<file path="src/rtl/pipe_ctrl.sv">
// Central pipeline controller: stall arbitration, exception/ERET flush with
// post-flush hold-off, stall-cycle counter and stuck-stall watchdog.
module pipe_ctrl #(
  parameter logic [31:0] EXC_VECTOR     = 32'h00000020,
  parameter int unsigned HOLDOFF_CYCLES = 2,
  parameter int unsigned STALL_LIMIT    = 1024
) (
  input  logic        clk,
  input  logic        rst,
  input  logic        stallreq_from_id,
  input  logic        stallreq_from_ex,
  input  logic        stallreq_from_mem,
  input  logic [31:0] excepttype_i,
  input  logic [31:0] cp0_epc_i,
  output logic [5:0]  stall,
  output logic        flush,
  output logic [31:0] new_pc,
  output logic [31:0] stall_cycles,
  output logic        stall_timeout
);

  localparam logic [31:0] EXC_ERET  = 32'h0000000e;
  localparam logic [3:0]  HOLD_LOAD = 4'(HOLDOFF_CYCLES);
  localparam logic [15:0] LIMIT     = 16'(STALL_LIMIT);

  typedef enum logic {
    RUN,
    HOLDOFF
  } state_t;

  state_t      state, state_nx;
  logic [3:0]  hold_cnt;
  logic [15:0] consec;
  logic        stall_active;

  always_comb begin
    stall    = '0;
    flush    = 1'b0;
    new_pc   = '0;
    state_nx = state;
    case (state)
      RUN: begin
        // Exception wins over any stall request in the same cycle.
        if (excepttype_i != '0) begin
          flush    = 1'b1;
          new_pc   = (excepttype_i == EXC_ERET) ? cp0_epc_i : EXC_VECTOR;
          state_nx = HOLDOFF;
        end else if (stallreq_from_mem) begin
          stall = 6'b011111;
        end else if (stallreq_from_ex) begin
          stall = 6'b001111;
        end else if (stallreq_from_id) begin
          stall = 6'b000111;
        end
      end
      HOLDOFF: begin
        if (hold_cnt == 4'd1) state_nx = RUN;
      end
      default: state_nx = RUN;
    endcase
  end

  assign stall_active = (stall != '0);

  always_ff @(posedge clk) begin
    if (rst) begin
      state         <= RUN;
      hold_cnt      <= '0;
      stall_cycles  <= '0;
      consec        <= '0;
      stall_timeout <= 1'b0;
    end else begin
      state <= state_nx;
      if (flush) begin
        hold_cnt <= HOLD_LOAD;
      end else if (state == HOLDOFF && hold_cnt != '0) begin
        hold_cnt <= hold_cnt - 4'd1;
      end

      if (stall_active) begin
        stall_cycles <= stall_cycles + 32'd1;
        if (consec != LIMIT) consec <= consec + 16'd1;
        // Flag on the edge the counter reaches the limit, then stick.
        if (consec >= LIMIT - 16'd1) stall_timeout <= 1'b1;
      end else begin
        consec <= '0;
      end
    end
  end

endmodule

</file>
<file path="config.mk">
export PLATFORM = sky130hd
export DESIGN_NAME = pipe_ctrl
export DESIGN_NICKNAME = d
export VERILOG_FILES = /design/src/rtl/pipe_ctrl.sv
export SDC_FILE = /design/constraint.sdc
export NUM_CORES = 1
export LEC_CHECK = 0
export BUFFER_PORTS_ARGS = -buffer_cell sky130_fd_sc_hd__clkbuf_2
export CAP_MARGIN = 0
export CORE_MARGIN = 10
export CORE_UTILIZATION = 47
export DETAILED_ROUTE_END_ITERATION = 12
export PLACE_DENSITY = 0.88
export SYNTH_ARGS = -nofsm -noshare
export SYNTH_HDL_FRONTEND = slang
export SYNTH_SLANG_ARGS = --single-unit
</file>
<file path="constraint.sdc">
create_clock -name clk -period 2.75 [get_ports clk]
set_input_delay 0.275 -clock clk [delete_from_list [all_inputs] [get_ports clk]]
set_output_delay 0.275 -clock clk [all_outputs]
set_load 0.02 [all_outputs]
</file>
==> results of run 1 <==
layout by cell type (no fill, tap or decap), types with 12 or more instances in the layout:
master,count
a21oi_1,19
and2_1,35
clkbuf_2,139
dfxtp_1,54
inv_1,12
nand2_1,21
nand3_1,19
nand4_1,12
nor2_1,48
nor4_1,19
o21ai_0,13
or3_1,13
xnor2_1,24
layer usage:
metal / wire (µm) / up-vias / share of wire
li1: - / 1568 / -
met1: 3650 / 1411 / 0.40
met2: 4650 / 103 / 0.52
met3: 645 / 10 / 0.071
met4: 78 / 0 / 0.0086
met5: 0 / - / 0
final cells by class:
| class | count | area, µm² | share of cell area |
|---|---|---|---|
| Clock buffer | 6 | 82.6 | 0.0212 |
| Clock inverter | 2 | 60.1 | 0.0154 |
| Inverter | 12 | 45.0 | 0.0116 |
| Multi-Input combinational cell | 287 | 1780 | 0.458 |
| Sequential cell | 54 | 1080 | 0.278 |
| Tap cell | 75 | 93.8 | 0.0241 |
| Timing Repair Buffer | 146 | 748 | 0.192 |
path summary, 6_finish.rpt:
| path | startpoint | end | cells after the start |
|---|---|---|---|
| worst min register to register | stall_timeout | stall_timeout | 2 |
| worst max register to register | state | stall_cycles[31] | 5 |
| worst max-delay path | state | stall_cycles[31] | 5 |
| worst min-delay path | rst | stall_cycles[12] | 3 |
critical path: cells and delay by family, from the launching register on:
| family | cells | cell delay [ns] |
|---|---|---|
| flops | 1 | 0.38 |
| simple gates | 4 | 1.76 |
| compound gates | 1 | 0.15 |
power groups by stage:
| stage | Clock (mW) | Combinational [mW] | Sequential, mW |
|---|---|---|---|
| 5_1_grt | 0.686 | 0.114 | 0.791 |
| 6_report | 0.642 | 0.102 | 0.790 |
| 3_5_place_dp | 0 | 0.102 | 0.808 |
| 4_1_cts | 0.649 | 0.103 | 0.790 |
| 2_1_floorplan | 0 | 0.0402 | 0.807 |
| 3_3_place_gp | 0 | 0.0981 | 0.808 |
stage by stage:
stage | setup WS, ns | area, µm²
2_1_floorplan | 0.445 | 2980
3_3_place_gp | 0.539 | 3750
3_5_place_dp | 0.438 | 3750
4_1_cts | 0.430 | 3890
5_1_grt | 0.140 | 3890
6_report | 0.402 | 3890
synthesized netlist by cell type, types with 4 or more instances:
master,number
or4_1,5
and3_1,5
inv_1,12
nor2_1,48
nor4_2,4
and4_1,8
nor4_1,20
a21oi_1,19
ha_1,5
dfxtp_1,54
nor3_1,8
or3_1,13
nand4_1,12
clkbuf_1,13
and2_1,35
xnor2_1,24
nand2_1,21
xor2_1,10
o21ai_0,13
nand3_1,19
kinds of logic after synthesis:
group / Yosys count
AND/OR/NAND/NOR: 208
flip-flops: 54
AO/OA/AOI/OAI: 36
XOR/XNOR: 34
buffers and inverters: 29
adder cells (fa/ha/maj): 5
multiplexers: 3
other: 1
state kept, by name, indices dropped and copies added, names as in the netlist:
signal and flops:
consec 16, hold_cnt 4, stall_cycles 32, stall_timeout 1, state 1
==> flow_summary.yaml, run 1 <==
run_status:
  status: "finished, final reports clean"
clock_tree:
  cts_tree: "done"
  numCtsBuffers: 5
  cts_max_level: 2
  numClockSinks: 54
  cts_max_path_buffers: 2
  cts.clk_slew.worst_paths_ns: 0.10
  cts-resized-gates: 0
  cts_setup_buffers: 0
  cts_root_buf: "clkbuf_8"
  worstSkewPairLatency_ns: 0.31
  holdBufCountCts: 0
finish:
  drive_gt1_frac: 0.325
  fin_util: 0.646
  diodes: 0
  fillers: 517
  syn2layout_area_growth_pct: 30.4
  final_cell_count_no_fill: 582
  final_nets: 580
placed_design:
  gp_congestion: 0.830
  place_inst: 574
  portBuffers: 139
  dpl.hpwl_um: 7240
synth:
  synth_simple_gate_area_frac: 0.398
  synthAdderAreaFrac: 0.0210
  synth_area_per_cell_um2: 8.07
  yosys_warnings: 0
  synth-xor-area-share: 0.0998
  synth-seq-cells: 54
  yosys.area.top_type: "dfxtp_1"
  synth_edf_count: 0
  syn_inst: 370
  synth_cell_type_count: 34
  synth_compound_area_frac: 0.0646
  netlist.area_leader.share: 0.362
  synth_top_family_by_area: "simple AND/OR/NAND/NOR gates"
  synthTopCellsByArea: "dfxtp_1, and2_1, xnor2_1"
  muxShareOfSynthArea: 0.0105
  seq_area_frac_synth: 0.362
  synth_nets: 444
  synthArstFlopShare: 0
  ys.flop_type: "dfxtp_1"
  synth_area_um2: 2980
global_route:
  grt_pass1_wl_um: 14400
  busiest_layer: "met2"
  met3_usage: 0.0394
  grt_max_degree: 38
  gr-total-overflow: 0
  met2_usage: 0.300
  antenna_found_initial: 0
  grt_pass1_vias: 3017
  met1_usage: 0.205
  gr-usage-all-layers: 0.171
sta:
  slew_headroom: 0.626
  period_share: 0.854
  timing.hold.ws_ns: 0.473
  final_max_slew_viol_count: 0
  fmax_mhz: 426
  hold_viol: 0
  worst_pin_slew_ns: 0.556
  period_needed_ns: 2.35
  grt_setup_unrepaired: "no"
  tns_ns: 0
  setup_viol: 0
  skew_ns: 0.0121
drt:
  vias: 3092
  via_per_inst: 5.31
  ant_nets: 0
  drtIter0Drc: 199
  wirelength_um: 9030
  dr.pass1.iters: 5
  drcViolationCount: 0
  wire_per_inst_um: 15.5
worst_setup_path:
  crit_fanout: 14
  path_cells: "nor4_4 -> and4_1 -> nand4_1 -> or4_1 -> a21oi_1"
  setup.worst_path.end_class: "register"
  path_class: "register to register"
  slowest_stage: "or4_1"
  startpoint_type: "register"
  r2r_slack_ns: 0.40
  crit_arrival_ns: 2.59
  cp_slowest_stage_delay_ns: 0.54
  worst_ep_required_time_ns: 2.99
pwr:
  p_sw_mw: 0.308
  power_mw: 1.53
  power.density_nw_per_um2: 394
  p_sw_frac: 0.201
  p_seq_frac: 0.515
  irDropWorstVdd_mv: 0.379
  cellLeakagePower_nw: 1.67
  internal-power_mw: 1.23
  clockPowerShare: 0.418
  comb_power_share: 0.067
die:
  core_um2: 6030
  die_h_um: 99.7
  dieWidth_um: 99.7
  num_rows: 28
  dieArea_um2: 9940
  boundaryPins: 141
  initial_utilization: 0.495
min_path:
  min_path_type: "input port to register"
flow_run:
  drv_cap: 0
Note: power is estimated with default switching activity, not from simulation.
==> run 2: changes to the inputs <==
PLACE_DENSITY = 0.81   (was 0.88)
==> run 2 against run 1 <==
- combinational power hardly changed
- clock skew is 0.0039 ns lower
- global-route usage up 0.34 points
- non-clock buffer count did not move
- final area fell by 0.77%
- wire length is 1.2% higher
- final cell count shrank 0.17%
- clock power shrank 15%
- register-to-register slack better by 0.098 ns
- critical endpoint is now stall[1]
- largest cell class unchanged
- largest power group unchanged
==> flow_summary.yaml, run 2 (synthesis results as in run 1) <==
run_status:
  status: "finished, final reports clean"
drt:
  via_per_inst: 5.41
  dr.pass1.iters: 4
  wire_per_inst_um: 15.7
  ant_nets: 0
  drtIter0Drc: 172
  drcViolationCount: 0
  wirelength_um: 9140
  vias: 3141
finish:
  syn2layout_area_growth_pct: 29.4
  largest_register_ffs: 32
  drive_gt1_frac: 0.324
  regMostFlops: "stall_cycles"
  reg_top3: "stall_cycles x32, consec x16, hold_cnt x4"
  final_cell_count_no_fill: 581
  layout_commonest_cell: "clkbuf_2"
  fillers: 544
  diodes: 0
  final_nets: 580
  most-common-layout-cells: "clkbuf_2, dfxtp_1, nor2_1"
die:
  die_h_um: 99.7
  initial_utilization: 0.495
  boundaryPins: 141
  core_um2: 6030
  num_rows: 28
  dieWidth_um: 99.7
  dieArea_um2: 9940
worst_setup_path:
  timing.rr.start: "state"
  path_cells: "nor4_4 -> nand2_1 -> nor3_1 -> buf_4 -> clkbuf_2"
  r2r_end: "stall_cycles[31]"
  startpoint_type: "register"
  crit_fanout: 9
  endpoint: "stall[1]"
  worst_ep_required_time_ns: 2.48
  cp_slowest_stage_delay_ns: 0.40
  crit_arrival_ns: 1.98
  slowest_stage: "nor4_4"
  r2r_cells: 5
  startpoint: "state"
  r2r_slack_ns: 0.50
  setup.worst_path.end_class: "primary output"
  path_class: "register to primary output"
global_route:
  antenna_found_initial: 0
  grt_pass1_wl_um: 14600
  busiest_layer: "met2"
  grt_pass1_vias: 2992
  grt_max_degree: 38
  met3_usage: 0.0505
  met2_usage: 0.314
  met1_usage: 0.201
  gr-usage-all-layers: 0.175
  gr-total-overflow: 0
placed_design:
  portBuffers: 139
  dpl.hpwl_um: 7320
  place_ws_ns: 0.470
  gp_congestion: 0.883
  place_inst: 574
clock_tree:
  cts-resized-gates: 0
  cts_root_buf: "clkbuf_8"
  cts_tree: "done"
  cts.clk_slew.worst_paths_ns: 0.10
  worstSkewPairLatency_ns: 0.31
  cts_max_path_buffers: 2
  numClockSinks: 54
  cts_max_level: 2
  cts_setup_buffers: 0
  holdBufCountCts: 0
  numCtsBuffers: 5
sta:
  skew_ns: 0.00824
  worst_pin_slew_ns: 0.520
  grt_setup_unrepaired: "no"
  period_share: 0.820
  setup_viol: 0
  period_needed_ns: 2.26
  slew_headroom: 0.652
  timing.hold.ws_ns: 0.476
  fmax_mhz: 443
  tns_ns: 0
  hold_viol: 0
  final_max_slew_viol_count: 0
  worst_slack_ns: 0.494
min_path:
  min_path_type: "register to register"
pwr:
  power_mw: 1.44
  power.density_nw_per_um2: 373
  cellLeakagePower_nw: 1.65
  irDropWorstVdd_mv: 0.279
flow_run:
  drv_cap: 0
run 2: stage by stage:
stage | utilization | area, µm²
floorplan | - | 2980
global placement | 0.622 | 3750
detailed placement | 0.622 | 3750
CTS | 0.641 | 3860
global route | 0.641 | 3860
finish | 0.641 | 3860
run 2: report_power, final:
| group | switching, mW | internal, mW | total, mW |
|---|---|---|---|
| Sequential | 0.00439 | 0.785 | 0.790 |
| Combinational | 0.0520 | 0.0518 | 0.104 |
| Clock | 0.255 | 0.292 | 0.547 |
run 2: worst max-delay path: cells and delay by family, from the launching register on:
family	cells	cell delay, ns
simple gates	3	0.93
flops	1	0.38
buf+inv	2	0.36
run 2: worst min path at each step:
stage,start,endpoint,slack [ns],cells past startpoint
after global placement,stall_timeout,stall_timeout,0.45,2
after global routing,rst,stall_cycles[18],0.50,3
after CTS,rst,stall_timeout,0.47,3
after floorplan,hold_cnt[3],hold_cnt[3],0.49,2
after detailed placement,stall_timeout,stall_timeout,0.46,2
final,stall_timeout,stall_timeout,0.48,2
run 2: final cells by class:
class                      count  area (µm²)  area share
multi-input combinational    287        1780       0.461
clock buffer                   6        82.6      0.0214
sequential                    54        1080       0.280
clock inverter                 1        30.0     0.00777
inverter                      12        45.0      0.0117
timing repair buffer         146         748       0.194
tap                           75        93.8      0.0243
run 2: per-layer routing:
layer,share of wire,routed length (µm),vias up
met5,0,0,-
met4,0.0077,70,0
met3,0.064,584,8
met2,0.53,4880,80
met1,0.39,3610,1486
li1,-,-,1567
==> run 3: changes to the inputs <==
CORE_UTILIZATION = 42   (was 47)
PLACE_DENSITY = 0.76   (was 0.81)
clock period = 2 ns   (was 2.75 ns; I/O delays follow)
==> run 3 against run 2 <==
- via count is 5.7% higher
- clock power is 25% higher
- wire length is 14% higher
- core utilization is 3.2 points higher
- critical path type is now input port to primary output
- largest cell class unchanged
- largest power group unchanged
==> flow_summary.yaml, run 3 (synthesis results as in run 1) <==
run_status:
  status: "finished, final reports clean"
placed_design:
  portBuffers: 139
  gp_congestion: 0.850
  dpl.hpwl_um: 7360
  place_inst: 615
  place_ws_ns: -0.0639
sta:
  hold_viol: 0
  period_needed_ns: 1.97
  setup_viol: 0
  grt_setup_unrepaired: "yes"
  skew_ns: 0.00858
  fmax_mhz: 508
  final_max_slew_viol_count: 0
  worst_slack_ns: 0.0312
  period_share: 0.984
  worst_pin_slew_ns: 0.506
  slew_headroom: 0.660
worst_setup_path:
  path_class: "input port to primary output"
  timing.rr.start: "stall_cycles[3]"
  r2r_slack_ns: 0.06
  slowest_stage: "nor4_4"
  path_cells: "clkbuf_2 -> nor4_4 -> nand4_2 -> buf_6 -> nor4_4 -> buf_6 -> buf_8 -> and2_1 -> buf_4"
  critPathTopFamily: "simple AND/OR/NAND/NOR gates"
  r2r_cells: 5
  setup.worst_path.end_class: "primary output"
  worst_ep_required_time_ns: 1.80
  crit_buf_inv: 5
  crit_arrival_ns: 1.77
  startpoint_type: "input port"
  r2r_end: "stall_cycles[20]"
  crit_fanout: 8
  cp_slowest_stage_delay_ns: 0.31
finish:
  fin_util: 0.673
  drive_gt1_frac: 0.456
  final_nets: 613
  regArea_um2: 1100
  layout_commonest_cell: "clkbuf_2"
  regMostFlops: "stall_cycles"
  diodes: 0
  syn2layout_area_growth_pct: 54.1
  most-common-layout-cells: "clkbuf_2, nor2_1, dfxtp_1"
  largest_register_ffs: 32
  fillers: 577
  final_cell_count_no_fill: 636
  reg_top3: "stall_cycles x32, consec x16, hold_cnt x4"
  multiInputGateArea_um2: 1990
min_path:
  worst_hold_startpoint: "rst"
  hold_end: "hold_cnt[1]"
  min_path_type: "input port to register"
  min_path_cells: 2
pwr:
  cellLeakagePower_nw: 1.94
  power.density_nw_per_um2: 422
  irDropWorstVdd_mv: 0.325
die:
  dieWidth_um: 104
  boundaryPins: 141
  core_um2: 6830
  num_rows: 30
  initial_utilization: 0.437
  dieArea_um2: 10900
  die_h_um: 104
drt:
  wire_per_inst_um: 16.4
  dr.pass1.iters: 5
  drtIter0Drc: 156
  ant_nets: 0
  drcViolationCount: 0
  via_per_inst: 5.22
  wirelength_um: 10400
  vias: 3319
global_route:
  grt_max_degree: 21
  grt_pass1_vias: 3124
  antenna_found_initial: 0
  gr-usage-all-layers: 0.168
  grt_pass1_wl_um: 15800
  gr-total-overflow: 0
clock_tree:
  holdBufCountCts: 0
  cts_max_path_buffers: 2
  numCtsBuffers: 5
  cts_tree: "done"
  cts_max_level: 2
  worstSkewPairLatency_ns: 0.31
  numClockSinks: 54
  cts.clk_slew.worst_paths_ns: 0.10
  cts_root_buf: "clkbuf_8"
flow_run:
  drv_cap: 0
[run 3: where the power goes]
group	total [mW]	leakage [nW]	switching, mW	internal (mW)
clock	0.682	0.0544	0.364	0.318
sequential	1.08	0.440	0.00491	1.08
combinational	0.175	1.44	0.0928	0.0820
[run 3: metrics by stage]
step / hold slack [ns] / cell area [µm²] / total power, mW / TNS, ns
2_1_floorplan: 0.468 / 3030 / 1.16 / 0
3_3_place_gp: 0.457 / 3970 / 1.25 / -0.104
3_5_place_dp: 0.469 / 3970 / 1.25 / -0.291
4_1_cts: 0.335 / 4170 / 1.93 / 0
5_1_grt: 0.366 / 4600 / 2.02 / -0.354
6_report: 0.335 / 4600 / 1.94 / 0
[run 3: metal layers]
metal	global-route usage	wire, µm	vias up
li1	-	-	1634
met1	0.212	4380	1565
met2	0.286	5420	104
met3	0.0353	458	16
met4	0.0298	138	0
met5	0	0	-
[run 3: cell type report]
type	instances	area share
Inverter	12	0.00979
Tap cell	96	0.0261
Multi-Input combinational cell	288	0.432
Clock inverter	1	0.00190
Clock buffer	7	0.0209
Timing Repair Buffer	178	0.271
Sequential cell	54	0.238
[run 3: how the worst max path moves through the flow]
stage,start,endpoint,slack (ns),cells after the start
finish,excepttype_i[21],new_pc[24],0.03,9
global route,state,stall_cycles[24],-0.03,5
CTS,excepttype_i[22],new_pc[0],0.001,9
detailed placement,excepttype_i[3],stall_cycles[30],-0.06,6
global placement,excepttype_i[3],stall_cycles[26],-0.03,6
floorplan,stall_cycles[3],stall_cycles[30],0.00004,6
[run 3: repair_timing]
action,in CTS,in global routing
gates cloned,2,2
pin swaps,3,38
resized for setup,12,150
buffers inserted,2,8
endpoints found under the setup margin,31,42
